[src/rtl/mul_arb_pkg.sv]
// Shared types and helpers for the multiplier share arbiter.
// Holds the FSM state encoding, stat width and round-robin search.
package mul_arb_pkg;

  typedef enum logic [1:0] {
    IDLE = 2'd0,
    MUL  = 2'd1,
    RESP = 2'd2
  } state_t;

  localparam int STAT_W  = 16;
  localparam int MAX_REQ = 8;
  localparam int IDX_W   = 3;

  // Returns {found, index}: first set bit at or after ptr, wrapping at n.
  function automatic logic [IDX_W:0] rr_pick(
    input logic [MAX_REQ-1:0] req,
    input logic [IDX_W-1:0]   ptr,
    input int                 n
  );
    logic [IDX_W:0] res;
    int k;
    res = '0;
    for (int i = 0; i < MAX_REQ; i++) begin
      k = int'(ptr) + i;
      if (k >= n) k = k - n;
      if (i < n && !res[IDX_W] && req[k[IDX_W-1:0]])
        res = {1'b1, k[IDX_W-1:0]};
    end
    return res;
  endfunction

endpackage

[src/rtl/mul_arb_rr_pick.sv]
// Combinational round-robin picker for the multiplier arbiter.
// Produces a one-hot grant and the binary index of the winner.
module mul_arb_rr_pick
  import mul_arb_pkg::*;
#(
  parameter int NUM_REQ = 4,
  parameter int ID_W    = $clog2(NUM_REQ)
) (
  input  logic [NUM_REQ-1:0] req,
  input  logic [ID_W-1:0]    ptr,
  output logic [NUM_REQ-1:0] gnt,
  output logic [ID_W-1:0]    idx,
  output logic               found
);

  logic [MAX_REQ-1:0] req_ext;
  logic [IDX_W-1:0]   ptr_ext;
  logic [IDX_W:0]     pick;

  // Widen to the package search width, then decode the winner
  always_comb begin
    req_ext = MAX_REQ'(req);
    ptr_ext = IDX_W'(ptr);
    pick    = rr_pick(req_ext, ptr_ext, NUM_REQ);
    found   = pick[IDX_W];
    idx     = ID_W'(pick[IDX_W-1:0]);
    gnt     = '0;
    if (found) gnt[idx] = 1'b1;
  end

endmodule

[src/rtl/mul_share_arbiter.sv]
// Round-robin arbiter sharing one unsigned multiplier among requesters.
// Optional MUL_ARB_STATS_EN adds saturating stat_ops/stat_stall ports.
module mul_share_arbiter
  import mul_arb_pkg::*;
#(
  parameter int NUM_REQ = 4,
  parameter int A_W     = 4,
  parameter int B_W     = 4,
  localparam int ID_W   = $clog2(NUM_REQ)
) (
  input  logic                   clk,
  input  logic                   rst_n,
  input  logic [NUM_REQ-1:0]     req_valid,
  input  logic [NUM_REQ*A_W-1:0] req_a,
  input  logic [NUM_REQ*B_W-1:0] req_b,
  output logic [NUM_REQ-1:0]     req_ready,
  output logic                   rsp_valid,
  input  logic                   rsp_ready,
  output logic [ID_W-1:0]        rsp_id,
  output logic [A_W+B_W-1:0]     rsp_product,
  output logic                   busy
`ifdef MUL_ARB_STATS_EN
  ,
  output logic [STAT_W-1:0]      stat_ops,
  output logic [STAT_W-1:0]      stat_stall
`endif
);

  localparam int P_W = A_W + B_W;

  state_t             state;
  logic [ID_W-1:0]    rr_ptr;
  logic [A_W-1:0]     op_a;
  logic [B_W-1:0]     op_b;
  logic [NUM_REQ-1:0] gnt;
  logic [ID_W-1:0]    win;
  logic               found;
  logic [A_W-1:0]     sel_a;
  logic [B_W-1:0]     sel_b;
  logic [P_W-1:0]     prod;
  logic               hs;

  mul_arb_rr_pick #(
    .NUM_REQ(NUM_REQ),
    .ID_W   (ID_W)
  ) u_pick (
    .req  (req_valid),
    .ptr  (rr_ptr),
    .gnt  (gnt),
    .idx  (win),
    .found(found)
  );

  assign req_ready = (state == IDLE) ? gnt : '0;
  assign prod      = P_W'(op_a) * P_W'(op_b);
  assign hs        = rsp_valid & rsp_ready;

  // Route the winner's operands to the operand latches
  always_comb begin
    sel_a = '0;
    sel_b = '0;
    for (int i = 0; i < NUM_REQ; i++) begin
      if (gnt[i]) begin
        sel_a = req_a[i*A_W +: A_W];
        sel_b = req_b[i*B_W +: B_W];
      end
    end
  end

  // Accept -> multiply -> hold response until consumed
  always_ff @(posedge clk or negedge rst_n) begin
    if (!rst_n) begin
      state       <= IDLE;
      rr_ptr      <= '0;
      op_a        <= '0;
      op_b        <= '0;
      rsp_valid   <= 1'b0;
      rsp_id      <= '0;
      rsp_product <= '0;
      busy        <= 1'b0;
    end else begin
      unique case (state)
        IDLE: begin
          if (found) begin
            op_a   <= sel_a;
            op_b   <= sel_b;
            rsp_id <= win;
            busy   <= 1'b1;
            state  <= MUL;
          end
        end
        MUL: begin
          rsp_product <= prod;
          rsp_valid   <= 1'b1;
          state       <= RESP;
        end
        RESP: begin
          if (rsp_ready) begin
            rsp_valid <= 1'b0;
            busy      <= 1'b0;
            state     <= IDLE;
            if (rsp_id == ID_W'(NUM_REQ - 1))
              rr_ptr <= '0;
            else
              rr_ptr <= rsp_id + ID_W'(1);
          end
        end
        default: begin
          rsp_valid <= 1'b0;
          busy      <= 1'b0;
          state     <= IDLE;
        end
      endcase
    end
  end

`ifdef MUL_ARB_STATS_EN
  // Saturating counts of completed operations and stalled response cycles
  always_ff @(posedge clk or negedge rst_n) begin
    if (!rst_n) begin
      stat_ops   <= '0;
      stat_stall <= '0;
    end else begin
      if (hs && stat_ops != '1)
        stat_ops <= stat_ops + STAT_W'(1);
      if (state == RESP && !rsp_ready && stat_stall != '1)
        stat_stall <= stat_stall + STAT_W'(1);
    end
  end
`endif

endmodule
[config.mk]
export PLATFORM = sky130hd
export DESIGN_NAME = mul_share_arbiter
export DESIGN_NICKNAME = d
export VERILOG_FILES = /design/src/rtl/mul_arb_pkg.sv /design/src/rtl/mul_arb_rr_pick.sv /design/src/rtl/mul_share_arbiter.sv
export SDC_FILE = /design/constraint.sdc
export NUM_CORES = 1
export LEC_CHECK = 0
export CORE_MARGIN = 5
export CORE_UTILIZATION = 47
export DETAILED_ROUTE_END_ITERATION = 16
export GPL_ROUTABILITY_DRIVEN = 0
export PLACE_DENSITY = 0.81
export SYNTH_ARGS = -nofsm -noshare
export SYNTH_HDL_FRONTEND = slang
export SYNTH_SLANG_ARGS = --single-unit
[constraint.sdc]
create_clock -name clk -period 3.3 [get_ports clk]
set_input_delay 0.66 -clock clk [delete_from_list [all_inputs] [get_ports clk]]
set_output_delay 0.66 -clock clk [all_outputs]
set_load 0.02 [all_outputs]
## After elaboration in Yosys (flattened, before gate mapping)

Index checks and enable logic that the tools add are counted.

- Bits in writable memories: 0
- Logic and storage cells: 83
- Bits in latches: 0
- Register bits: 24
- Memories kept: 0
- ROM bits: 0

- Equal/unequal tests: 5
- Mux-type cells: 36
- Shifts and indexed selects: 0
- Add/sub/neg operators: 8
- Magnitude comparators: 10
- Divide/modulo/power cells: 0
- $mul: 1
- Bitwise gates (word level): 2
- Reduce and logical (&&, ||, !) cells: 13

Operators with widths:

| operator | count |
|---|---|
| greater-or-equal comparator 32 x 4 -> 1 bit (second input constant) | 3 |
| two-way mux 4 bit | 14 |
| < comparator 3 x 4 -> 1 bit (second input constant) | 4 |
| binary-select mux 1 bit (select 3 bit) | 4 |
| two-way mux 3 bit | 4 |
| subtractor 3 bit (second input constant) | 3 |
| multiplier 4 x 4 -> 8 bit | 1 |
| AND reduction 2 bit | 4 |
| two-way mux 1 bit | 7 |
| adder 2 x 2 -> 3 bit (second input constant) | 2 |
| two-way mux 2 bit | 3 |
| case mux 1 bit (3 select lines) | 2 |
| case mux 2 bit (3 select lines) | 1 |
| equality test 2 bit (second input constant) | 2 |
| logical AND 1 bit | 4 |
| adder 2 x 1 -> 3 bit (second input constant) | 1 |
| greater-or-equal comparator 2 x 3 -> 1 bit (second input constant) | 1 |
| zero test 1 bit | 3 |
| < comparator 2 x 3 -> 1 bit (second input constant) | 1 |
| AND reduction 3 bit | 1 |
| subtractor 2 x 3 -> 3 bit (second input constant) | 1 |
| adder 2 x 1 -> 2 bit (second input constant) | 1 |
| demux 1 bit (select 2 bit) | 1 |
| equality test 2 x 1 -> 1 bit (second input constant) | 1 |
| other kinds (5) | 6 |

## Longest topological paths before layout

- Depth in word-level cells: 23
- Depth in mapped cells: 11

## By module

From an unflattened synthesis, not the netlist that was laid out.

- Cells, all modules: 203
- Area total of the unflattened synthesis: 1879.3 µm²

By module, submodules not included:

| module | sequential area each (µm²) | area each (µm²) | cells each | instances |
|---|---|---|---|---|
| mul_share_arbiter | 600.6 | 1696.6 | 171 | 1 |
| mul_arb_rr_pick | 0.0 | 182.7 | 32 | 1 |

## Worst setup path before layout

OpenSTA, ideal clock, no wires.

- Path kind: register -> register
- Start: reg op_a[0]
- End: reg rsp_product[7]
- Stages on the path, launching flop included: 11
- Period minus slack after synthesis: 2703 ps
- Arrival: 2574 ps
- Path buffers: 0
- Library setup time: 130 ps
- Data required time: 3170 ps
- Setup slack: 597 ps
- Path through: dfrtp_1 > nand2_1 > fa_1 > inv_1 > fa_1 > ha_1 > a21o_1 > a31o_2 > a21oi_1 > xor2_1 > o21ai_0

- Longest elaborated chain between the ends: 1

RTL lines:

| item | line | text |
|---|---|---|
| start, declared | mul_share_arbiter.sv:33 | `logic [A_W-1:0] op_a;` |
| start signal, assigned | mul_share_arbiter.sv:85 | `op_a <= sel_a;` |
| multiplier 4 x 4 -> 8 bit | mul_share_arbiter.sv:55 | `assign prod = P_W'(op_a) * P_W'(op_b);` |
| end signal, assigned | mul_share_arbiter.sv:93 | `rsp_product <= prod;` |
| end, declared | mul_share_arbiter.sv:20 | `output logic [A_W+B_W-1:0] rsp_product,` |

No other way between the ends.
A chain may end at the register's enable or synchronous reset.

## Final worst setup path

- Start: in req_valid[1]
- End: out req_ready[2]

- Longest elaborated chain between the ends: 18

RTL lines:

| item | line | text |
|---|---|---|
| start, declared | mul_share_arbiter.sv:13 | `input logic [NUM_REQ-1:0] req_valid,` |
| binary-select mux 1 bit (select 3 bit) | mul_arb_pkg.sv:27 | `if (i < n && !res[IDX_W] && req[k[IDX_W-1:0]])` |
| two-way mux 1 bit (not written as such) | mul_arb_pkg.sv:27 |  |
| two-way mux 4 bit | mul_arb_pkg.sv:27 |  |
| zero test 1 bit | mul_arb_pkg.sv:27 |  |
| logical AND 1 bit | mul_arb_pkg.sv:27 |  |
| two-way mux 4 bit | mul_arb_pkg.sv:27 |  |
| zero test 1 bit | mul_arb_pkg.sv:27 |  |
| logical AND 1 bit | mul_arb_pkg.sv:27 |  |
| [... 2 more ...] | n/a |  |
| logical AND 1 bit | mul_arb_pkg.sv:27 |  |
| two-way mux 4 bit (*) | mul_arb_pkg.sv:27 |  |
| < comparator 2 x 3 -> 1 bit (not written as such) or greater-or-equal comparator 2 x 1 -> 1 bit (tied branches) | mul_arb_rr_pick.sv:28 | `if (found) gnt[idx] = 1'b1;` |
| logical AND 1 bit (not written as such) | mul_arb_rr_pick.sv:28 |  |
| two-way mux 1 bit (not written as such) | mul_arb_rr_pick.sv:28 |  |
| demux 1 bit (select 2 bit) | n/a |  |
| two-way mux 4 bit (*) | mul_arb_rr_pick.sv:28 |  |
| two-way mux 4 bit (*) | mul_share_arbiter.sv:54 | `assign req_ready = (state == IDLE) ? gnt : '0;` |
| end, declared | mul_share_arbiter.sv:16 | `output logic [NUM_REQ-1:0] req_ready,` |

Mark *: on every way between the ends. The rest lies on a longest branch, timed or not. The select of a mux whose other input is x is not followed.

==> summary by stage <==
Synthesis
Synthesis inferred 24 register bits. Of the total synthesized cell area, the portion taken by full adders, half adders and majority gates is roughly an eighth. Measured against the total synthesized area, the mux share comes to under 10%.

After synthesis, the mean cell area works out to approximately 9.5 µm². The number of nets produced by synthesis is 249. The dominant combinational cell family by area after synthesis is compound AO/OA/AOI/OAI gates.

Among all flip-flop cells after synthesis, the most frequent one is sky130_fd_sc_hd__dfrtp_1. The number of distinct library cells after synthesis is 42. The simple-gate share of the synthesized area is between 10% and 20%. The fraction of synthesized cell area in xor and xnor cells is under 10%. The count of flip-flops with a built-in enable after synthesis is 0. The summed instance area of the synthesized netlist is 1830 µm². The post-synthesis compound-gate area fraction is between 20 and 30%.

During synthesis, Yosys emitted a total of 0 warnings. The cell count after synthesis is about 190. The share of async-settable or async-resettable flops after synthesis is 100%. Sequential cells were found to cover 32.7% of the synthesized design area.

Detailed routing
The post-detailed-route via-to-cell ratio is 5.37. The first TritonRoute pass finished after 4 iterations. The number of remaining DRC errors is 0. Dividing the detail-routed wire length by the instance count gives approximately 14 µm. The routed design has 4110 µm of wire. The via count is ~1600. The DRC marker count from the first detailed-route iteration is 40. In this run the remaining antenna-violating nets after routing total 0.

Clock network
The number of gates resized after CTS was 0. Once the clock tree was built, the setup fixing pass inserted 0 buffers. The clock passes through at most 2 buffers. The worst-skew pair later-pin latency is between 200 and 300 ps. The number of buffers added by the clock tree synthesis step is 3. In this run the number of H-tree levels came out at 1.

The clock tree root driver cell is sky130_fd_sc_hd__clkbuf_8. The number of clock sinks is 24. The number of hold buffers added after CTS was 0. TritonCTS built the clock tree.

The clock-pin slew on the worst setup and hold paths is around 90 ps.

Finish
The most common cell after layout, fill and taps aside is sky130_fd_sc_hd__clkdlybuf4s50_1. The count of cells in the finished layout, fillers not included, comes to 298. The top cell types in the final layout, fill and taps aside, are 53 x sky130_fd_sc_hd__clkdlybuf4s50_1, 29 x sky130_fd_sc_hd__nand2_1, 24 x sky130_fd_sc_hd__dfrtp_1. The area growth from synthesis to layout is 35.9%. The post-route netlist has between 10% and 20% of its cells at a drive strength greater than 1.

In the final design database the tool counted a little over 300 nets. The filler cell count in the final layout is about 330. 0 antenna diodes ended up in the layout.

Place
The number of placed instances, taps included, is 294. The half-perimeter wire length after detailed placement is around 3400 µm. The count of input and output buffers is 54.

Global routing
The first-pass GRT wire length is around 7000 µm. After global routing the overflow that remains totals 0. The via count of the first global-routing pass is 1612. The number of antenna violations at the first check in global routing was 0. Global routing used approximately 17% of the available tracks across all layers. The maximum number of pins on one net before global-route repair is 25.

Timing
The max-slew violation count is 0. The final critical path time including I/O delays and setup is ~3200 ps. The highest attainable clock frequency is 314 MHz.

The final critical-path share of the clock period is 96.4%. Adding up every negative setup slack in the final design gives 0 ps. The final-report hold violation count is 0. Hold is met by 483 ps. The count of endpoints failing setup in the final report is 0. The worst slew margin relative to its limit is a little under three fifths. The clock arrives with ~2.7 ps of skew. The pin slew with the least headroom to its limit is 647 ps.

Floorplanning
The floorplan step set the die height to just over 70 µm. The floorplan step defined a core boundary enclosing between 3000 and 4000 µm². The top-level I/O count is 55.

The die covers between 5000 and 6000 µm². The effective utilization at floorplan is between 40% and 50%. The site row count is 22.

The die outline width is 72.5 µm.

Power
The largest vdd supply drop is about 360 µV. In this run the static leakage power is between 0.001 and 0.0015 µW. The power per standard cell area is ~820 nW/µm².

The overall power of the completed layout is a little over 2000 µW.

Job
The total of max-cap violations is 0.

Critical path
The setup path with the least slack is of type in -> out. The peak fanout along the critical path is 5. The data required time at the worst endpoint is around 2600 ps.

The endpoint arrival time on the critical path is approximately 2500 ps. STA classifies the critical path endpoint as a primary output. The startpoint class of the critical path is an input pin.

Outcome
The flow ran to the end, and the final reports show no timing, DRC or antenna violations.

Worst hold path
The class of the tightest hold or removal check is reg -> reg.
==> power by group <==
group	switching (µW)	total, µW	internal [µW]
registers	147	575	428
logic	634	1220	588
clock network	95.6	258	162
total	877	2060	1180
==> cells by family (layout without fill, tap and decap cells) <==
family	count (synthesis)	in the layout
buffers and inverters	20	77
AND/OR/NAND/NOR	57	57
XOR/XNOR	4	4
AO/OA/AOI/OAI	68	68
adder cells (fa/ha/maj)	17	17
multiplexers	3	3
flip-flops	24	24
==> path summary, 6_finish.rpt <==
path / slack (ps) / cells past startpoint / end / from
max reg2reg: 440 / 10 / rsp_product[7] / op_b[3]
min in group asynchronous: 740 / 2 / rsp_valid / rst_n
max in group asynchronous: 2330 / 2 / op_b[1] / rst_n
max: 120 / 7 / req_ready[2] / req_valid[1]
min reg2reg: 480 / 2 / rsp_product[7] / rsp_product[7]
min: 480 / 2 / rsp_product[7] / rsp_product[7]
==> synthesized netlist by cell type (all sizes together), types with 4 or more instances <==
cell type / n / share of area, %
xor2: 4 / 1.9
o21ai: 22 / 6.2
inv: 9 / 1.8
ha: 13 / 8.9
a2bb2oi: 7 / 3.3
a221oi: 8 / 4.2
nand2: 29 / 5.9
o211ai: 10 / 4.6
nor2: 7 / 1.6
and2: 11 / 3.8
dfrtp: 24 / 33
a21oi: 7 / 2.1
fa: 4 / 4.4
buf: 8 / 4.4
==> state kept, by name, indices dropped and copies added, names as in the netlist <==
name         cells
rr_ptr           2
state            2
rsp_valid        1
rsp_product      8
op_b             4
rsp_id           2
busy             1
op_a             4
==> critical path: stages <==
cell and delay (ps):
sky130_fd_sc_hd__clkdlybuf4s50_1 560, sky130_fd_sc_hd__nor2_1 110, sky130_fd_sc_hd__a211o_4 380, sky130_fd_sc_hd__clkinv_8 50, sky130_fd_sc_hd__nand2_1 50, sky130_fd_sc_hd__nor2_1 90
sky130_fd_sc_hd__clkdlybuf4s50_1 610
==> per-stage QoR <==
| step | util, % | instance area [µm²] | setup slack (ps) |
|---|---|---|---|
| floorplan | - | 1830 | 597 |
| detailed placement | 64.9 | 2410 | 70.3 |
| global placement | 64.9 | 2410 | 84.7 |
| finish | 67.1 | 2490 | 119 |
| CTS | 66.8 | 2480 | 67.4 |
| global route | 67.1 | 2490 | -12.2 |
==> layout make-up <==
| type | count | area (µm²) | share of cell area, % |
|---|---|---|---|
| Sequential cell | 24 | 601 | 24.1 |
| Clock buffer | 3 | 41.3 | 1.66 |
| Inverter | 10 | 50.0 | 2.01 |
| Tap cell | 48 | 60.1 | 2.41 |
| Timing Repair Buffer | 63 | 611 | 24.5 |
| Multi-Input combinational cell | 149 | 1100 | 44.1 |
| Clock inverter | 1 | 30.0 | 1.20 |
==> layer usage <==
metal	vias to the layer above	routed length, µm	GRT usage [%]	part of all wire [%]
met3	11	338	5.12	8.2
met1	726	1700	18.7	41
met4	0	84	6.97	2.0
met2	49	1990	29.2	48
li1	815	-	-	-
met5	-	0	0	0
Note: power is estimated with default switching activity, not from simulation.
==> edit 1: new RTL, config.mk and constraints unchanged <==
`B_W`: 4 -> 6.
--- a/src/rtl/mul_share_arbiter.sv
+++ b/src/rtl/mul_share_arbiter.sv
@@ -5,7 +5,7 @@
 #(
   parameter int NUM_REQ = 4,
   parameter int A_W     = 4,
-  parameter int B_W     = 4,
+  parameter int B_W     = 6,
   localparam int ID_W   = $clog2(NUM_REQ)
 ) (
   input  logic                   clk,
Interface: changed (resized req_b and rsp_product); port bits go from 55 to 65. No check against the original RTL was run, so the function may have changed too.
==> edit 1 against the original RTL <==
- total power is 23% higher
- area after synthesis rose by 16%
- final area grew 15%
- wire length up 17%
- maximum frequency increased by 0.31%
- die area is 14% higher
- sequential cell count up 4
- sequential share of layout area rose by 0.25 points
- clock power decreased by 19%
- setup slack improved by 9.9 ps
==> edit 1: results (changes against the original RTL) <==
Parameter                              Value

Routing
  Starting DRT DRC Count    73 (+83%)
  Detailed-route vias per instance    5.51 (+2.6%)
  Final routed wirelength across all metal layers    4800 um (+17%)
  Wire length on met2    2270 um (+14%)
  Wl on met1    2090 um (+23%)

Global routing
  Gr usage total    16.9% (+0.20 points)
  Via count of the first global-routing pass    1970 (+22%)
  Met2 layer usage reported by global route    28.6% (-0.60 points)
  First-pass GRT wire length    8620 um (+23%)
  GR met3 Demand/Resource    4.63% (-0.50 points)
  Met1 GRT Util    20.9% (+2.1 points)

Setup path
  Launch instance of the worst register-to-register path    op_a[3]
  Register-to-register setup slack    300 ps (-140 ps)
  End of the worst register-to-register path    rsp_product[9]
  Data arrival time at the worst-slack endpoint    2510 ps (about the same)

Timing
  Worst hold-check slack    484 ps (+1.33 ps)
  Worst slew margin    63.4% (+6.7 points)
  Worst-case clock skew    3.16 ps (+0.457 ps)

Power
  Cell-internal power    1390 uW (+18%)
  Clock group    209 uW (-19%)
  Sequential logic power    686 uW (+19%)
  Max IR drop VDD    0.000448 V (+26%)

Logic synthesis
  Post-synthesis cell type count    40 (-4.8%)
  Net count after synthesis    296 (+19%)
  Post-synthesis compound-gate area fraction    23.6% (-4.1 points)
  Proportion of synthesized area in mux cells    2.58% (+0.74 points)
  Post-synthesis share of cell area spent on full adders, half adders and majority gates    16.3% (+3.1 points)
  List of most frequent post-synthesis cells    34 x sky130_fd_sc_hd__nand2_1, 28 x sky130_fd_sc_hd__dfrtp_1, 16 x sky130_fd_sc_hd__and2_1, 16 x sky130_fd_sc_hd__o21ai_0, 15 x sky130_fd_sc_hd__ha_1

Placed design
  HPWL Detailed    4030 um (+19%)
  Number of port buffers    64 (+19%)
  Cell Area, Placed    2820 sq um (+17%)

Layout
  Number of nets in the finished design    362 (+18%)
  Proportion of layout cells with a drive suffix above 1    8.59% (-3.0 points)

Outcome
  Status    finished, final reports clean
-- edit 1: through the flow --
stage	worst slack (ps)	cells
after CTS	94.6	343
after detailed placement	86.7	339
after global placement	164	339
after global routing	31.5	343
final	129	343
after floorplan	532	226
-- edit 1: worst max-delay path, cell delays in order --
cell	delay [ps]
sky130_fd_sc_hd__clkdlybuf4s50_1	530
sky130_fd_sc_hd__buf_4	150
sky130_fd_sc_hd__a22oi_1	60
sky130_fd_sc_hd__o221ai_1	280
sky130_fd_sc_hd__nand2_1	110
sky130_fd_sc_hd__nor2_1	100
sky130_fd_sc_hd__clkdlybuf4s50_1	620
-- edit 1: timing repair --
| item | CTS | global route |
|---|---|---|
| hold buffers | 0 | 0 |
| setup endpoints to repair | 0 | 1 |
| gates resized for setup | 0 | 1 |
-- edit 1: area by class of cell --
cell class | count | area (sq um)
sequential | 28 | 701
fill | 389 | 1510
inverter | 11 | 41.3
timing repair buffer | 73 | 711
tap | 52 | 65.1
multi-input combinational | 175 | 1310
clock buffer | 4 | 55.1
==> edit 2: new RTL, config.mk and constraints unchanged <==
Made on the original files. Encoding of `state_t`: now one-hot (3 bits for 3 states).
--- a/src/rtl/mul_arb_pkg.sv
+++ b/src/rtl/mul_arb_pkg.sv
@@ -2,10 +2,10 @@
 // Holds the FSM state encoding, stat width and round-robin search.
 package mul_arb_pkg;
 
-  typedef enum logic [1:0] {
-    IDLE = 2'd0,
-    MUL  = 2'd1,
-    RESP = 2'd2
+  typedef enum logic [2:0] {
+    IDLE = 3'b001,
+    MUL  = 3'b010,
+    RESP = 3'b100
   } state_t;
 
   localparam int STAT_W  = 16;
Behaviour: no difference found for any inputs over 10 cycles, from zero or initial values and one cycle with rst_n low; not proved beyond that.
==> edit 2 against the original RTL <==
- clock skew rose by 1.1 ps
- area after synthesis is 1.7% higher
- clock power down 31%
- final area increased by 3.3%
- sequential cell count grew 1
- synthesized cell count is 11% higher
- total power down 7.7%
- sequential power rose by 1%
- wire length increased by 6.8%
- non-clock buffer count grew 8
- register-to-register slack better by 70 ps
- setup slack gained 120 ps
==> edit 2: results (changes against the original RTL) <==
Parameter                              Value

Logic synthesis
  Post-synthesis compound-gate area fraction    21.5% (-6.2 points)
  Cells taking the most area after synthesis    sky130_fd_sc_hd__dfrtp_1 32%, sky130_fd_sc_hd__ha_1 8.7%, sky130_fd_sc_hd__o21ai_0 7.0%
  Synthesized area per cell    8.72 sq um (-8.3%)
  Post-synthesis cell type count    41 (-2.4%)
  Share of the synthesized area in the top cell type    32.2% (-0.55 points)
  Net count after synthesis    270 (+8.4%)
  Cell with the most instances after synthesis    sky130_fd_sc_hd__nand2_1
  Xor-xnor portion of the synthesized cell area    1.41% (-0.50 points)
  Proportion of synthesized area in mux cells    3.49% (+1.6 points)
  Post-synthesis share of cell area spent on full adders, half adders and majority gates    13.0% (-0.22 points)
  Portion of the post-synthesis area used by sequential elements    33.6% (+0.86 points)
  List of most frequent post-synthesis cells    30 x sky130_fd_sc_hd__nand2_1, 26 x sky130_fd_sc_hd__o21ai_0, 24 x sky130_fd_sc_hd__dfrtp_1, 15 x sky130_fd_sc_hd__a21oi_1, 15 x sky130_fd_sc_hd__nor2_1

Layout
  Number of nets in the finished design    336 (+9.4%)
  Fill count    354 (+7.9%)
  Proportion of layout cells with a drive suffix above 1    11.5% (-0.13 points)

Routing
  Average detailed-routed wire length per instance    13.4 um (-3.2%)
  Detailed-route vias per instance    5.36 (-0.14%)
  Final routed wirelength across all metal layers    4390 um (+6.8%)
  Starting DRT DRC Count    70 (+75%)

Global routing
  Via count of the first global-routing pass    1808 (+12%)
  Gr usage total    17.6% (+0.90 points)
  Pin count of the biggest net entering global routing    26 (+4.0%)
  First-pass GRT wire length    7470 um (+6.9%)

Clocking
  Clk slew on worst S/H paths    80 ps
  Buffer cell driving the clock tree root    sky130_fd_sc_hd__clkbuf_8
  CTS Buffer Depth    2 (unchanged)

Worst hold path
  Hold_sp    rsp_product[5]
  Tightest Hold Check Type    register to register
  Worst hold path endpoint    rsp_product[5]

Setup path
  End point of the critical path    req_ready[3]
  Slowest-stage cell, CP    sky130_fd_sc_hd__clkdlybuf4s50_1
  Largest incremental delay on the critical path    540 ps (-70 ps)
  Register-to-register setup slack    510 ps (+70 ps)
  End of the worst register-to-register path    rsp_product[7]
  Data arrival time at the worst-slack endpoint    2400 ps (-120 ps)
  Launching element of the worst setup path    req_valid[3]

Power
  Max IR drop VDD    0.000549 V (+54%)
  Leakage    0.00121 uW (+7.9%)

Placed design
  HPWL Detailed    3650 um (+8.0%)
  Dpl ws    -53.8 ps (-124 ps)
  Placed cell count    325 (+11%)
  Cell Area, Placed    2520 sq um (+4.7%)

Timing
  Period utilisation layout    92.8% (-3.6 points)
  Worst slew margin    60.2% (+3.4 points)
  Worst-case clock skew    3.79 ps (+1.09 ps)

Outcome
  Status    finished, final reports clean
==> edit 2: changes by cell type after synthesis, moves of 7 or more <==
cell | unedited run | this run
sky130_fd_sc_hd__a21oi_1 | 6 | 15
sky130_fd_sc_hd__a2bb2oi_1 | 7 | 0
sky130_fd_sc_hd__o211ai_1 | 8 | 1
sky130_fd_sc_hd__nand3_1 | 0 | 8
sky130_fd_sc_hd__a221o_1 | 0 | 9
sky130_fd_sc_hd__o21ai_0 | 14 | 26
sky130_fd_sc_hd__nor2_1 | 6 | 15
==> edit 2: repair_timing <==
action	CTS	global route
buffers inserted	0	0
hold buffers	0	0
resized for setup	2	2
pin swaps	0	0
endpoints found under the setup margin	2	2
==> edit 2: final cells by class <==
type	instances	area, sq um	area share [%]
multi-input cells	169	1130	43.9
repair buffers	71	671	26.1
flip-flops and latches	25	627	24.4
well taps	50	62.6	2.43
clock buffers	3	41.3	1.60
inverters	10	37.5	1.46
clock inverters	1	5.00	0.194
==> edit 2: per-layer routing <==
layer,wire [um],track usage [%]
met1,1860,20.5
met2,2050,30.2
met3,429,4.82
met4,59,7.17
met5,0,0
==> edit 2: power by group <==
part,switching [uW],total (uW),internal (uW),leakage [uW]
sequential,138,582,444,0.000317
clock,93.7,178,84.5,0.0000255
combinational,588,1140,550,0.000867
total,820,1900,1080,0.00121
==> edit 2: through the flow <==
stage | util, % | hold WS [ps] | total power (uW)
after floorplan | - | 364 | 1350
after global placement | 64.5 | 462 | 1690
after detailed placement | 64.5 | 475 | 1730
after CTS | 65.6 | 495 | 1920
after global routing | 65.8 | 523 | 2080
final | 65.8 | 484 | 1900
==> edit 2: tightest hold or removal path: stages (launching register included) <==
cell                      delay (ps)
sky130_fd_sc_hd__dfrtp_1         350
sky130_fd_sc_hd__nand2_1          50
sky130_fd_sc_hd__o21ai_0          60
